$ cat config.mk
export PLATFORM = sky130hd
export DESIGN_NAME = mem_dma_flat
export DESIGN_NICKNAME = d
export VERILOG_FILES = /design/src/rtl/mem_dma_if.sv /design/src/rtl/mem_dma.sv /design/src/flat_wrapper.sv
export SDC_FILE = /design/constraint.sdc
export NUM_CORES = 1
export LEC_CHECK = 0
export ABC_AREA = 1
export CAP_MARGIN = 20
export CELL_PAD_IN_SITES_DETAIL_PLACEMENT = 2
export CELL_PAD_IN_SITES_GLOBAL_PLACEMENT = 2
export CORE_MARGIN = 2
export CORE_UTILIZATION = 31
export CTS_BUF_LIST = sky130_fd_sc_hd__clkbuf_2
export DETAILED_ROUTE_END_ITERATION = 8
export MAX_ROUTING_LAYER = met4
export PLACE_DENSITY = 0.9
export SLEW_MARGIN = 20
export SYNTH_ARGS = -nofsm -noshare
export SYNTH_HDL_FRONTEND = slang
export SYNTH_SLANG_ARGS = --single-unit
$ cat constraint.sdc
create_clock -name clk -period 7.7 [get_ports clk]
set_input_delay 1.54 -clock clk [delete_from_list [all_inputs] [get_ports clk]]
set_output_delay 1.54 -clock clk [all_outputs]
set_load 0.1 [all_outputs]
$ cat src/rtl/mem_dma_if.sv
// ============================================================================
// mem_dma_if : control handshake and memory port bundle for mem_dma
// Rev 1.0
// ============================================================================
`default_nettype none

interface mem_dma_if #(
  parameter int LEN_W = 7
);
  logic             start;
  logic             mode;
  logic [31:0]      src;
  logic [31:0]      dst;
  logic [LEN_W-1:0] len;
  logic [31:0]      fill_val;
  logic [31:0]      mem_rd;
  logic             mem_we;
  logic [31:0]      mem_a;
  logic [31:0]      mem_wd;
  logic             busy;
  logic             done;
  logic             err;
  logic [31:0]      checksum;

  // master is the DMA engine itself; slave is the requester plus the memory
  modport master (
    input  start, mode, src, dst, len, fill_val, mem_rd,
    output mem_we, mem_a, mem_wd, busy, done, err, checksum
  );

  modport slave (
    output start, mode, src, dst, len, fill_val, mem_rd,
    input  mem_we, mem_a, mem_wd, busy, done, err, checksum
  );
endinterface

`default_nettype wire

$ cat src/rtl/mem_dma.sv
// ============================================================================
// mem_dma : memory-side initiator performing block copy / block fill
// Rev 1.0
// ============================================================================
`default_nettype none

module mem_dma #(
  parameter int DEPTH = 64,
  parameter int LEN_W = 7
) (
  input  logic      clk,
  input  logic      reset,
  mem_dma_if.master bus
);

  localparam logic [32:0] C_LIMIT = 33'(DEPTH * 4);

  typedef enum logic [2:0] {
    S_IDLE  = 3'd0,
    S_READ  = 3'd1,
    S_WRITE = 3'd2,
    S_DONE  = 3'd3,
    S_ERR   = 3'd4
  } state_t;

  state_t           state_q, state_d;
  logic             mode_q, mode_d;
  logic [31:0]      src_q, src_d;
  logic [31:0]      dst_q, dst_d;
  logic [31:0]      fill_q, fill_d;
  logic [31:0]      data_q, data_d;
  logic [31:0]      sum_q, sum_d;
  logic [31:0]      last_a_q, last_a_d;
  logic [LEN_W-1:0] cnt_q, cnt_d;

  logic [32:0]      w_dst_end;
  logic [32:0]      w_src_end;
  logic             w_bad;
  logic [31:0]      w_wr_word;

  // 33-bit end addresses so a request near the top of the address space cannot wrap
  assign w_dst_end = {1'b0, bus.dst} + {{(31 - LEN_W){1'b0}}, bus.len, 2'b00};
  assign w_src_end = {1'b0, bus.src} + {{(31 - LEN_W){1'b0}}, bus.len, 2'b00};

  assign w_bad = (bus.dst[1:0] != 2'b00)
              || (!bus.mode && (bus.src[1:0] != 2'b00))
              || (w_dst_end > C_LIMIT)
              || (!bus.mode && (w_src_end > C_LIMIT));

  assign w_wr_word = mode_q ? fill_q : data_q;

  always_ff @(posedge clk or posedge reset) begin
    if (reset) begin
      state_q  <= S_IDLE;
      mode_q   <= 1'b0;
      src_q    <= '0;
      dst_q    <= '0;
      fill_q   <= '0;
      data_q   <= '0;
      sum_q    <= '0;
      last_a_q <= '0;
      cnt_q    <= '0;
    end else begin
      state_q  <= state_d;
      mode_q   <= mode_d;
      src_q    <= src_d;
      dst_q    <= dst_d;
      fill_q   <= fill_d;
      data_q   <= data_d;
      sum_q    <= sum_d;
      last_a_q <= last_a_d;
      cnt_q    <= cnt_d;
    end
  end

  always_comb begin
    state_d  = state_q;
    mode_d   = mode_q;
    src_d    = src_q;
    dst_d    = dst_q;
    fill_d   = fill_q;
    data_d   = data_q;
    sum_d    = sum_q;
    last_a_d = last_a_q;
    cnt_d    = cnt_q;

    case (state_q)
      S_IDLE: begin
        if (bus.start) begin
          mode_d = bus.mode;
          src_d  = bus.src;
          dst_d  = bus.dst;
          fill_d = bus.fill_val;
          cnt_d  = bus.len;
          sum_d  = '0;
          if (w_bad) begin
            state_d = S_ERR;
          end else if (bus.len == '0) begin
            state_d = S_DONE;
          end else if (bus.mode) begin
            state_d = S_WRITE;
          end else begin
            state_d = S_READ;
          end
        end
      end

      S_READ: begin
        data_d   = bus.mem_rd;
        last_a_d = src_q;
        state_d  = S_WRITE;
      end

      S_WRITE: begin
        sum_d    = sum_q + w_wr_word;
        src_d    = src_q + 32'd4;
        dst_d    = dst_q + 32'd4;
        cnt_d    = cnt_q - LEN_W'(1);
        last_a_d = dst_q;
        if (cnt_q == LEN_W'(1)) begin
          state_d = S_DONE;
        end else if (mode_q) begin
          state_d = S_WRITE;
        end else begin
          state_d = S_READ;
        end
      end

      S_DONE:  state_d = S_IDLE;
      S_ERR:   state_d = S_IDLE;
      default: state_d = S_IDLE;
    endcase
  end

  // Moore outputs; mem_a keeps the last address driven while the port is not in use
  always_comb begin
    bus.mem_we   = 1'b0;
    bus.mem_a    = last_a_q;
    bus.mem_wd   = '0;
    bus.busy     = (state_q != S_IDLE);
    bus.done     = (state_q == S_DONE);
    bus.err      = (state_q == S_ERR);
    bus.checksum = sum_q;
    case (state_q)
      S_READ: begin
        bus.mem_a = src_q;
      end
      S_WRITE: begin
        bus.mem_we = 1'b1;
        bus.mem_a  = dst_q;
        bus.mem_wd = w_wr_word;
      end
      default: begin
      end
    endcase
  end

endmodule

`default_nettype wire

$ cat src/flat_wrapper.sv
// flat-port wrapper written by rule: the top's interface ports become plain ports
module mem_dma_flat 
#(
  parameter int DEPTH = 64,
  parameter int LEN_W = 7
)
  (clk, reset, bus_start, bus_mode, bus_src, bus_dst, bus_len, bus_fill_val, bus_mem_rd, bus_mem_we, bus_mem_a, bus_mem_wd, bus_busy, bus_done, bus_err, bus_checksum);
  mem_dma_if #(.LEN_W(LEN_W)) bus_i ();
  input  logic clk;
  input  logic reset;
  input wire logic [$bits(bus_i.start)-1:0] bus_start;
  input wire logic [$bits(bus_i.mode)-1:0] bus_mode;
  input wire logic [$bits(bus_i.src)-1:0] bus_src;
  input wire logic [$bits(bus_i.dst)-1:0] bus_dst;
  input wire logic [$bits(bus_i.len)-1:0] bus_len;
  input wire logic [$bits(bus_i.fill_val)-1:0] bus_fill_val;
  input wire logic [$bits(bus_i.mem_rd)-1:0] bus_mem_rd;
  output wire logic [$bits(bus_i.mem_we)-1:0] bus_mem_we;
  output wire logic [$bits(bus_i.mem_a)-1:0] bus_mem_a;
  output wire logic [$bits(bus_i.mem_wd)-1:0] bus_mem_wd;
  output wire logic [$bits(bus_i.busy)-1:0] bus_busy;
  output wire logic [$bits(bus_i.done)-1:0] bus_done;
  output wire logic [$bits(bus_i.err)-1:0] bus_err;
  output wire logic [$bits(bus_i.checksum)-1:0] bus_checksum;
  assign bus_i.start = bus_start;
  assign bus_i.mode = bus_mode;
  assign bus_i.src = bus_src;
  assign bus_i.dst = bus_dst;
  assign bus_i.len = bus_len;
  assign bus_i.fill_val = bus_fill_val;
  assign bus_i.mem_rd = bus_mem_rd;
  assign bus_mem_we = bus_i.mem_we;
  assign bus_mem_a = bus_i.mem_a;
  assign bus_mem_wd = bus_i.mem_wd;
  assign bus_busy = bus_i.busy;
  assign bus_done = bus_i.done;
  assign bus_err = bus_i.err;
  assign bus_checksum = bus_i.checksum;
  mem_dma #(.DEPTH(DEPTH), .LEN_W(LEN_W)) u_core (.clk(clk), .reset(reset), .bus(bus_i));
endmodule
==> reports/metrics.csv <==
metric;value;unit
first-pass GRT wire length;107;mm
Setup Viol. Count Final;0;
Final Max Slew Viols;0;
CTS Hold Buffers Added;0;
Hold Crit Start;u_core.fill_q[2];
Die Ht;221;um
Worst Path Required;6.16;ns
Post-Synthesis Cells;2153;
maximum vdd drop;189;uV
CTS Buf Count;58;
met3 usage;4.80;%
routed vias/inst;5.44;
Hold Crit Class;register to register;
antenna viol nets, final;0;
final hold vios;0;
f_max;152;MHz
layout cell share with drive strength beyond 1;8.80;%
Post-synth EDFFs;0;
status;finished clean;
total track usage;29.4;%
Worst Max-Slew Pin Slew;1.09;ns
Worst Clk Skew;0.128;ns
Die X;221;um
routability cong.;0.903;
Final #Nets;2589;
Layout area overhead;24.4;%
I/O Pins;239;
row count;79;
Post-synth ARST share;100;%
Reg2Reg Capture Point;u_core.bus.checksum[30];
clk slew on worst S/H paths;0.10;ns
Final Cell Area;18100;um2
final setup margin;1.11;ns
Worst Reg-to-Reg Cells;17;
Setup crit start;u_core.state_q[0];
crit-path max FO;72;
hpwl dp;51.5;mm
worst r2r src;u_core.mode_q;
PD cells;278;nW/um2
register area share after synthesis;34.9;%
post-route insts no fill;3054;
post-CTS setup buffer count;0;
kind of critical path;register to primary output;
die area;48700;um2
Remaining DRCs;0;
yosys warns;0;
Clock Latency Late Sink;1.09;ns
Hold Crit Depth;2;
r2r setup slk;3.24;ns
number of global-route vias before repair;18500;
Pre-antenna DRT Iters;4;
RSZ-0062 raised after global routing;no;
DRT Wirelength;70.0;mm
dpl cells;2945;
library cells used by synthesis;62;
Synth Register Bits;203;
GR peak layer;met2;
critical path data arrival time;5.05;ns
Starting Density;31.3;%
Core Region;46500;um2
Final Util;39.0;%
Hold EP;u_core.fill_q[2];
DRT iter0 DRCs;938;
CTS tree;yes;
M1 GR Usage;34.6;%
DP Worst Slack;2.27;ns
antenna violations before repair;3;
slew margin rel.;26.9;%
Vias;16600;
CTS Root Cell;clkbuf_2;
mapped cell area;14600;um2
I/O Buffers;238;
CTS Sinks;203;
met2 Usage GRT;50.0;%
leak pwr;8.65;nW
# H-tree levels;2;
Mean Syn Cell Area;6.76;um2
crit end category;primary output;
Period minus WS final;6.59;ns
period utilization;85.5;%
Max Cap Viol;0;
largest net degree at the start of global routing;134;
Setup TNS;0;ns
Top FF cell, synth;dfrtp_1;
wire per inst;22.9;um
CTS Buffer Depth;3;
GRT Residual Overflow;0;
placed cell areas;17600;um2
crit path launch type;register;
syn nets;2344;
post-CTS sizing;0;
-- worst max path at each step --
stage,endpoint,cells past startpoint,slack [ns]
6_report,bus_mem_a[30],6,1.11
5_1_grt,bus_mem_a[25],6,0.85
4_1_cts,bus_mem_a[30],6,0.99
3_5_place_dp,bus_mem_a[17],6,2.27
3_3_place_gp,bus_mem_a[25],6,2.47
2_1_floorplan,u_core.bus.checksum[0],1,0.62
-- flip-flops by register name, indices dropped and copies added, names as in the netlist --
| signal | cells |
|---|---|
| u_core.cnt_q | 7 |
| u_core.bus.checksum | 32 |
| u_core.src_q | 32 |
| u_core.last_a_q | 32 |
| u_core.dst_q | 32 |
| u_core.state_q | 3 |
| u_core.data_q | 32 |
| u_core.fill_q | 32 |
| u_core.mode_q | 1 |
-- placed cells by master (no fill, tap or decap), types with 12 or more instances in the layout --
| cell type | instances |
|---|---|
| clkdlybuf4s50_1 | 238 |
| nor4_1 | 19 |
| inv_2 | 15 |
| o221ai_1 | 13 |
| nor2_1 | 181 |
| nand2_1 | 670 |
| o21ai_0 | 186 |
| o211ai_1 | 29 |
| nor2_2 | 14 |
| dfrtp_1 | 203 |
| nand2_2 | 24 |
| nand4_1 | 36 |
| clkinv_1 | 18 |
| xor2_1 | 22 |
| nor3_1 | 36 |
| clkbuf_2 | 87 |
| inv_1 | 261 |
| buf_4 | 12 |
| ha_1 | 49 |
| nand3_1 | 112 |
| a21oi_1 | 68 |
| or2_2 | 21 |
-- layer usage --
layer  vias to the layer above  share of wire (%)
met4                         0                3.9
li1                       7564                  -
met1                      8449                 41
met3                       166                5.0
met2                       450                 50
met5                         -                  0
-- power by group --
group | switching [mW] | leakage (nW) | internal, mW
registers | 0.326 | 2.46 | 1.38
clock network | 0.554 | 0.397 | 0.303
logic | 1.82 | 5.79 | 0.653
-- cell usage after synthesis (all sizes together), types with 22 or more instances --
cell type	n	area, um2
nand2	695	2680
o211ai	29	218
nor2	201	822
xor2	22	193
clkbuf	49	184
nand4	39	263
nor3	45	289
o21ai	193	970
dfrtp	203	5080
inv	277	1040
a21oi	71	367
ha	49	613
nand3	122	663
-- logic make-up (layout without fill, tap and decap cells) --
logic type	Yosys count	after routing	synth area share [%]
fa+ha+maj	52	52	4.62
mux	1	1	0.0688
compound gates	368	368	14.8
flops	203	203	34.9
buf+inv	348	638	9.14
simple gates	1156	1156	34.9
xor+xnor	25	25	1.50
other cells	0	4	0
-- stage by stage --
stage	hold WS (ns)	total power, mW
3_3_place_gp	0.447	3.88
5_1_grt	0.518	5.35
4_1_cts	0.483	5.02
2_1_floorplan	0.434	3.18
3_5_place_dp	0.457	4.10
6_report	0.479	5.03
-- cell type report --
class	instances	area (um2)
Inverter	281	1060
Timing Repair Buffer	252	2510
Clock buffer	87	435
Tap cell	607	759
Sequential cell	203	5080
Clock inverter	18	73.8
Fill cell	5597	28300
Antenna cell	4	10.0
Multi-Input combinational cell	1602	8180
-- critical path, cell delays in order (launching register included) --
cell and delay [ns]:
dfrtp_1 0.43, inv_1 0.17, nand3_4 0.70, clkinv_2 0.95, nand2_1 0.23, o211ai_1 0.25, clkdlybuf4s50_1 1.21
Note: power is estimated with default switching activity, not from simulation.
